--- src/rtl/alu_pkg.sv ---
// alu_pkg
// Shared definitions for the ALU request arbiter and its sub-blocks:
//   - default datapath widths and timeout
//   - ALU opcode constants (passed through undecoded by the arbiter)
//   - sequencer FSM state encoding
//   - one-hot helper for two-requester vectors
package alu_pkg;

    localparam int WIDTH_DEF   = 8;
    localparam int OPW_DEF     = 3;
    localparam int TIMEOUT_DEF = 16;

    localparam logic [OPW_DEF-1:0] OP_ADD = 3'd0;
    localparam logic [OPW_DEF-1:0] OP_SUB = 3'd1;
    localparam logic [OPW_DEF-1:0] OP_AND = 3'd2;
    localparam logic [OPW_DEF-1:0] OP_OR  = 3'd3;
    localparam logic [OPW_DEF-1:0] OP_XOR = 3'd4;
    localparam logic [OPW_DEF-1:0] OP_NOT = 3'd5;

    typedef enum logic [1:0] {
        IDLE  = 2'd0,
        ISSUE = 2'd1,
        WAIT  = 2'd2,
        RESP  = 2'd3
    } state_t;

    // Requester index to its bit in a 2-wide one-hot vector.
    function automatic logic [1:0] onehot2(input logic idx);
        return idx ? 2'b10 : 2'b01;
    endfunction

endpackage

--- src/rtl/rr_arb2.sv ---
// rr_arb2
// Two-way round-robin pick. Purely combinational; the caller owns the
// last-grant pointer and updates it when a transaction retires.
// Ports:
//   req   in  [1:0]  request vector
//   last  in  1      index of the requester served most recently
//   gnt   out [1:0]  one-hot winner (0 when no request)
//   idx   out 1      winner index (0 when no request)
//   any   out 1      at least one request present
module rr_arb2
    import alu_pkg::*;
(
    input  logic [1:0] req,
    input  logic       last,
    output logic [1:0] gnt,
    output logic       idx,
    output logic       any
);

    always_comb begin
        // NOTE: every output gets a value before the case so no path can
        // leave one unassigned and infer a latch.
        idx = 1'b0;
        gnt = 2'b00;
        any = |req;
        case (req)
            2'b01:   idx = 1'b0;
            2'b10:   idx = 1'b1;
            2'b11:   idx = ~last;   // contention: the one not served last
            default: idx = 1'b0;
        endcase
        if (any) begin
            gnt = onehot2(idx);
        end
    end

endmodule

--- src/rtl/alu_req_arbiter.sv ---
// alu_req_arbiter
// Round-robin arbiter and sequencer placing two requesters in front of one
// shared ALU. One operation is in flight at a time: a request is captured,
// issued with a start pulse, the arbiter waits for done, then returns the
// result to the owner with a valid/ready handshake.
//
// Build option:
//   ALU_TIMEOUT_EN  when defined, WAIT aborts after TIMEOUT cycles without
//                   alu_done and answers with rsp_data=0, rsp_err=1.
//                   When undefined, rsp_err is tied low and WAIT never ends
//                   without alu_done.
//
// Ports:
//   clk, rst_n            clock (rising edge), async active-low reset
//   req[2]                per-requester request, held with data until gnt
//   req_x/req_y/req_op    packed operands/opcode, requester i at slice i
//   gnt[2]                one-cycle grant pulse
//   alu_x/alu_y/alu_op    operands/opcode to the ALU, held ISSUE..WAIT
//   alu_start             one-cycle start pulse
//   alu_done/alu_result   ALU completion strobe and its result
//   rsp_valid[2]          response valid for the owning requester
//   rsp_ready[2]          response accept per requester
//   rsp_data, rsp_err     response payload and timeout-abort flag
module alu_req_arbiter
    import alu_pkg::*;
#(
    parameter int WIDTH   = WIDTH_DEF,
    parameter int OPW     = OPW_DEF,
    parameter int TIMEOUT = TIMEOUT_DEF
) (
    input  logic               clk,
    input  logic               rst_n,
    input  logic [1:0]         req,
    input  logic [2*WIDTH-1:0] req_x,
    input  logic [2*WIDTH-1:0] req_y,
    input  logic [2*OPW-1:0]   req_op,
    output logic [1:0]         gnt,
    output logic [WIDTH-1:0]   alu_x,
    output logic [WIDTH-1:0]   alu_y,
    output logic [OPW-1:0]     alu_op,
    output logic               alu_start,
    input  logic               alu_done,
    input  logic [WIDTH-1:0]   alu_result,
    output logic [1:0]         rsp_valid,
    input  logic [1:0]         rsp_ready,
    output logic [WIDTH-1:0]   rsp_data,
    output logic               rsp_err
);

    // A TIMEOUT below 1 has no meaningful abort window; this marker net
    // only exists in such a configuration so lint draws attention to it.
    if (TIMEOUT < 1) begin : g_timeout_range
        logic illegal_timeout;
        assign illegal_timeout = 1'b1;
    end

    state_t state;
    logic   last_gnt;   // requester served most recently
    logic   owner;      // requester owning the op in flight

    logic [1:0] pick_gnt;
    logic       pick_idx;
    logic       pick_any;

    rr_arb2 u_arb (
        .req  (req),
        .last (last_gnt),
        .gnt  (pick_gnt),
        .idx  (pick_idx),
        .any  (pick_any)
    );

`ifdef ALU_TIMEOUT_EN
    localparam int CNT_W = $clog2(TIMEOUT + 1);
    logic [CNT_W-1:0] wait_cnt;
`else
    assign rsp_err = 1'b0;
`endif

    // NOTE: all state here is updated with <= so every register samples
    // pre-edge values and ordering of statements cannot change behaviour.
    always_ff @(posedge clk or negedge rst_n) begin
        if (!rst_n) begin
            state     <= IDLE;
            last_gnt  <= 1'b1;   // requester 0 wins the first contention
            owner     <= 1'b0;
            gnt       <= 2'b00;
            alu_x     <= '0;
            alu_y     <= '0;
            alu_op    <= '0;
            alu_start <= 1'b0;
            rsp_valid <= 2'b00;
            rsp_data  <= '0;
`ifdef ALU_TIMEOUT_EN
            rsp_err   <= 1'b0;
            wait_cnt  <= '0;
`endif
        end else begin
            // Pulses default low and are raised for a single cycle below.
            gnt       <= 2'b00;
            alu_start <= 1'b0;

            case (state)
                IDLE: begin
                    if (pick_any) begin
                        gnt    <= pick_gnt;
                        owner  <= pick_idx;
                        alu_x  <= pick_idx ? req_x[WIDTH +: WIDTH] : req_x[0 +: WIDTH];
                        alu_y  <= pick_idx ? req_y[WIDTH +: WIDTH] : req_y[0 +: WIDTH];
                        alu_op <= pick_idx ? req_op[OPW +: OPW]    : req_op[0 +: OPW];
                        state  <= ISSUE;
                    end
                end

                ISSUE: begin
                    alu_start <= 1'b1;
`ifdef ALU_TIMEOUT_EN
                    wait_cnt  <= '0;
`endif
                    state     <= WAIT;
                end

                WAIT: begin
                    if (alu_done) begin
                        rsp_data  <= alu_result;
`ifdef ALU_TIMEOUT_EN
                        rsp_err   <= 1'b0;
`endif
                        rsp_valid <= onehot2(owner);
                        state     <= RESP;
                    end
`ifdef ALU_TIMEOUT_EN
                    else if (wait_cnt == CNT_W'(TIMEOUT)) begin
                        // Abort: answer with an error; a late done lands
                        // outside WAIT and is ignored.
                        rsp_data  <= '0;
                        rsp_err   <= 1'b1;
                        rsp_valid <= onehot2(owner);
                        state     <= RESP;
                    end else begin
                        wait_cnt <= wait_cnt + CNT_W'(1);
                    end
`endif
                end

                RESP: begin
                    // Only the owner's ready retires the response.
                    if (rsp_ready[owner]) begin
                        rsp_valid <= 2'b00;
                        last_gnt  <= owner;
                        state     <= IDLE;
                    end
                end

                default: state <= IDLE;
            endcase
        end
    end

endmodule

--- config.mk ---
export PLATFORM = sky130hd
export DESIGN_NAME = alu_req_arbiter
export DESIGN_NICKNAME = d
export VERILOG_FILES = /design/src/rtl/alu_pkg.sv /design/src/rtl/rr_arb2.sv /design/src/rtl/alu_req_arbiter.sv
export SDC_FILE = /design/constraint.sdc
export NUM_CORES = 1
export LEC_CHECK = 0
export ABC_AREA = 1
export CAP_MARGIN = 20
export CORE_UTILIZATION = 36
export CTS_BUF_LIST = sky130_fd_sc_hd__clkbuf_4 sky130_fd_sc_hd__clkbuf_8 sky130_fd_sc_hd__clkbuf_16
export CTS_CLUSTER_SIZE = 20
export DETAILED_ROUTE_END_ITERATION = 7
export PLACE_DENSITY = 0.69
export SETUP_SLACK_MARGIN = 0.2
export SLEW_MARGIN = 40
export SYNTH_ARGS = -nofsm -noshare
export SYNTH_HDL_FRONTEND = slang
export SYNTH_HIERARCHICAL = 1
export SYNTH_SLANG_ARGS = --single-unit
--- constraint.sdc ---
create_clock -name clk -period 1.8 [get_ports clk]
set_clock_uncertainty 0.2 [all_clocks]
set_input_delay 0.54 -clock clk [delete_from_list [all_inputs] [get_ports clk]]
set_output_delay 0.54 -clock clk [all_outputs]
set_load 0.1 [all_outputs]
# ---- After elaboration in Yosys (flattened, before gate mapping)
# Cells that the tools add are included.
dict set report classes {
  n_eq_ne 8
  n_mul 0
  n_lt_le_gt_ge 1
  div 0
  bitwise 1
  add_sub_neg 0
  mux 17
  reduce_logical 8
  shifts 0
}
# op count
set op_table {}
lappend op_table {{$mux W2} 8}
lappend op_table {{$mux W8} 2}
lappend op_table {{$eq A2 B2 Y1 const B} 4}
lappend op_table {{$pmux W2 S4} 1}
lappend op_table {{$ne A2 B2 Y1 const B} 3}
lappend op_table {{$reduce_and A2 Y1} 3}
lappend op_table {{$reduce_and A3 Y1} 2}
lappend op_table {{$pmux W2 S2} 1}
lappend op_table {{$mux W1} 3}
lappend op_table {{$mux W3} 1}
lappend op_table {{$eq A2 B1 Y1 const B} 1}
lappend op_table {{$logic_not A2 Y1} 1}
lappend op_table {{$lt A1 B2 Y1 const B} 1}
lappend op_table {{$pmux W1 S2} 1}
lappend op_table {{$reduce_bool A2 Y1} 1}
lappend op_table {{$reduce_or A2 Y1} 1}
lappend op_table {{$not A1 Y1} 1}
dict set report word_totals {
  reg_bits 36
  output_inout_bits 33
  romBits 0
  latch_bits 0
  ram_bits 0
  mem_count 0
}

# ---- Logic depth before layout (Yosys ltp)
dict set report logic_depth {
  ltp_word 5
  depth_mapped 9
  mapped_depth_nobuf 8
}

# ---- Modules after synthesis
# The synthesis kept the hierarchy.
# mod cells_per_inst seq_area_each_um2 instances area_each_um2
set modules_own_cells {}
lappend modules_own_cells {alu_req_arbiter 201 902.1 1 1751.7}
lappend modules_own_cells {rr_arb2 7 0.0 1 31.3}

# ---- Worst setup path after synthesis
# OpenSTA, ideal clock, no wires.
dict set report synth_timing {
  path_type {register to output}
  start {register alu_x[2]}
  end {output port alu_x[2]}
  required_ps 1060
  n_path_buf 0
  slack_ps 149
  t_arrival_ps 911
  stages_incl_launch_ff 1
  cell_sequence {dfrtp_1}
}
# element line
set synth_lines {}
lappend synth_lines {{start, declared} alu_req_arbiter.sv:38} ;# output logic [WIDTH-1:0] alu_x,
lappend synth_lines {{start signal, assigned} alu_req_arbiter.sv:108} ;# alu_x <= pick_idx ? req_x[WIDTH +: WIDTH] : req_x[0 +: WIDTH];
# No word-level cell between the ends.

# ---- Final worst setup path
dict set report layout_timing {
  start {register alu_y[3]}
  end {output port alu_y[3]}
}
# element line
set layout_lines {}
lappend layout_lines {{start, declared} alu_req_arbiter.sv:39} ;# output logic [WIDTH-1:0] alu_y,
lappend layout_lines {{start signal, assigned} alu_req_arbiter.sv:109} ;# alu_y <= pick_idx ? req_y[WIDTH +: WIDTH] : req_y[0 +: WIDTH];
# No word-level cell between the ends.

==> impl_metrics.env <==
export IMPL_setup_viol=0
export IMPL_route_detailed_drc=0
export IMPL_netlist_area_sq_um=1780
export IMPL_rows=25
export IMPL_initial_utilization=0.375
export IMPL_synth_edf_count=0
export IMPL_cp_slowest_cell="dfrtp_2"
export IMPL_fmax_ghz=0.616
export IMPL_grt_antenna_before_repair=0
export IMPL_r2r_start="state[1]"
export IMPL_cts_tree="done"
export IMPL_syn_area_per_cell_sq_um=8.57
export IMPL_path_buf_inv=1
export IMPL_design_area_sq_um=3490
export IMPL_firstDrtPassIters=4
export IMPL_syn_inst=208
export IMPL_ys_warn_count=6
export IMPL_netlist_cell_type_count=21
export IMPL_reg2reg_slack_ns=0.29
export IMPL_grt_pass1_wl_mm=8.40
export IMPL_synth_flop_cell="dfrtp_1"
export IMPL_overflow=0
export IMPL_ys_top_cells_by_count="nand2_1, dfrtp_1, a21oi_1"
export IMPL_syn_to_final_growth_pct=95.9
export IMPL_cts_sinks=36
export IMPL_rr_worst_depth=6
export IMPL_synth_fp_nets=267
export IMPL_yosys_area_top_type_share=0.491
export IMPL_cpPeakStageDelay_ns=0.43
export IMPL_grt_pass1_vias=1796
export IMPL_n_fill_cell=343
export IMPL_place_area_sq_um=3090
export IMPL_hold_start="rsp_valid[0]"
export IMPL_dieArea_sq_um=5240
export IMPL_min_path_type="flop to flop"
export IMPL_synth_top_cell_by_area="dfrtp_1"
export IMPL_grt_max_degree=24
export IMPL_clkTransAtPathRegs_ns=0.07
export IMPL_synth_seq_area_share=0.506
export IMPL_crit_required_ns=1.06
export IMPL_drv_cap=0
export IMPL_cp_start_kind="flop"
export IMPL_final_nets=367
export IMPL_vias_per_cell=4.62
export IMPL_die_h_um=72.4
export IMPL_dp_hpwl_mm=3.42
export IMPL_coreArea_sq_um=4750
export IMPL_synthTopCellsByArea="dfrtp_1, nand2_1, a21oi_1"
export IMPL_io_pins=86
export IMPL_synthArstFlopShare=1.00
export IMPL_fin_hold_ws_ns=0.314
export IMPL_wl_per_cell_um=13.4
export IMPL_cp_max_fo=2
export IMPL_track_usage=0.211
export IMPL_yosys_register_bits=36
export IMPL_fin_crit_sh=0.902
export IMPL_clk_insertion_delay_late_ns=0.28
export IMPL_cp_top_family="flip-flops"
export IMPL_drive_gt1_frac=0.421
export IMPL_clk_path_buf_depth=2
export IMPL_clockRootBuffer="clkbuf_8"
export IMPL_port_buffers=84
export IMPL_path_cells="buf_12"
export IMPL_wirelength_mm=5.04
export IMPL_ant_nets=0
export IMPL_cts_buffers=5
export IMPL_drt_iter0_drc=100
export IMPL_timing_final_hold_violations=0
export IMPL_htree_levels=2
export IMPL_yosysMostFrequentCell="nand2_1"
export IMPL_criticalPathCategory="flop to output pin"
export IMPL_run_status="complete, no violations"
export IMPL_vias=1737
export IMPL_rsz0062_at_grt="yes"
export IMPL_die_w_um=72.4
export IMPL_routabilityCongestion=0.801
export IMPL_holdPathStages=2
export IMPL_antennaDiodeCount=0
export IMPL_end_kind="output pin"
export IMPL_reg2reg_to="alu_op[2]"
export IMPL_drv_slew=0
export IMPL_min_to="rsp_valid[0]"
export IMPL_critPathArrivalTime_ns=0.88
export IMPL_critPathLaunch="alu_y[3]"
export IMPL_layout_min_cycle_time_ns=1.62
## layer usage
layer,global-route usage,vias up,wire [um]
met2,0.336,62,2440
met4,0.0545,0,25
met3,0.0611,4,313
met5,0,-,0
li1,-,865,-
met1,0.281,806,2270
## layout by cell type, fill, tap and decap left out, drive strengths merged, types with 2 or more instances in the layout
master and n:
nand2 57, clkdlybuf4s50 49, nor2 27, dfrtp 35, inv 14, clkbuf 8
nand3 13, clkdlybuf4s15 2, buf 50, a21oi 40, ha 6, or2 2
## state kept, by name, summed over array words and instances, names as in the netlist
register   count
gnt            2
alu_x          8
alu_start      1
owner          1
rsp_data       8
alu_y          8
alu_op         3
state          2
rsp_valid      2
last_gnt       1
## cells by family (layout without fill, tap and decap cells)
logic type	Yosys count	count (layout)	share of synthesized area
buffers and inverters	24	125	0.0828
adder cells (fa/ha/maj)	6	6	0.0421
AND/OR/NAND/NOR	99	99	0.227
flip-flops	36	36	0.506
other	1	1	0.00210
AO/OA/AOI/OAI	42	42	0.140
## worst min-delay path: stages, from the launching register on
cell	delay, ns
dfrtp_2	0.38
nand2_1	0.06
nand2_1	0.04
## through the flow
| step | std cells | worst slack, ns | utilization | TNS (ns) |
|---|---|---|---|---|
| final | 376 | 0.176 | 0.734 | 0 |
| after global routing | 376 | 0.144 | 0.734 | 0 |
| after CTS | 376 | 0.165 | 0.732 | 0 |
| after detailed placement | 360 | -0.263 | 0.651 | -5.05 |
| after global placement | 360 | -0.203 | 0.651 | -3.86 |
| after floorplan | 208 | 0.245 | - | 0 |
## how the worst max path moves through the flow
| stage | end | slack, ns | cells past startpoint |
|---|---|---|---|
| 2_1_floorplan | alu_op[2] | 0.24 | 6 |
| 3_3_place_gp | alu_y[4] | -0.20 | 6 |
| 3_5_place_dp | alu_x[2] | -0.26 | 7 |
| 4_1_cts | alu_x[4] | 0.17 | 1 |
| 5_1_grt | rsp_data[4] | 0.14 | 1 |
| 6_report | alu_y[3] | 0.18 | 1 |
## final cells by class
cell class              count  area (sq um)  area share
clock buffers               8          97.6      0.0279
well taps                  67          83.8      0.0240
inverters                  14          60.1      0.0172
repair buffers            103          1460       0.417
flip-flops and latches     36           943       0.270
multi-input cells         148           851       0.244
## repair_timing
action | 4_1_cts | 5_1_grt
hold endpoints to repair | 12 | 0
setup endpoints to repair | 54 | 56
pin swaps | 1 | 1
cloned | 4 | 0
setup buffers | 3 | 0
hold buffers | 1 | 0
gates resized for setup | 37 | 5
Power is not shown: default switching activity piles up to over one toggle a cycle in this logic, so the estimate is an artifact.
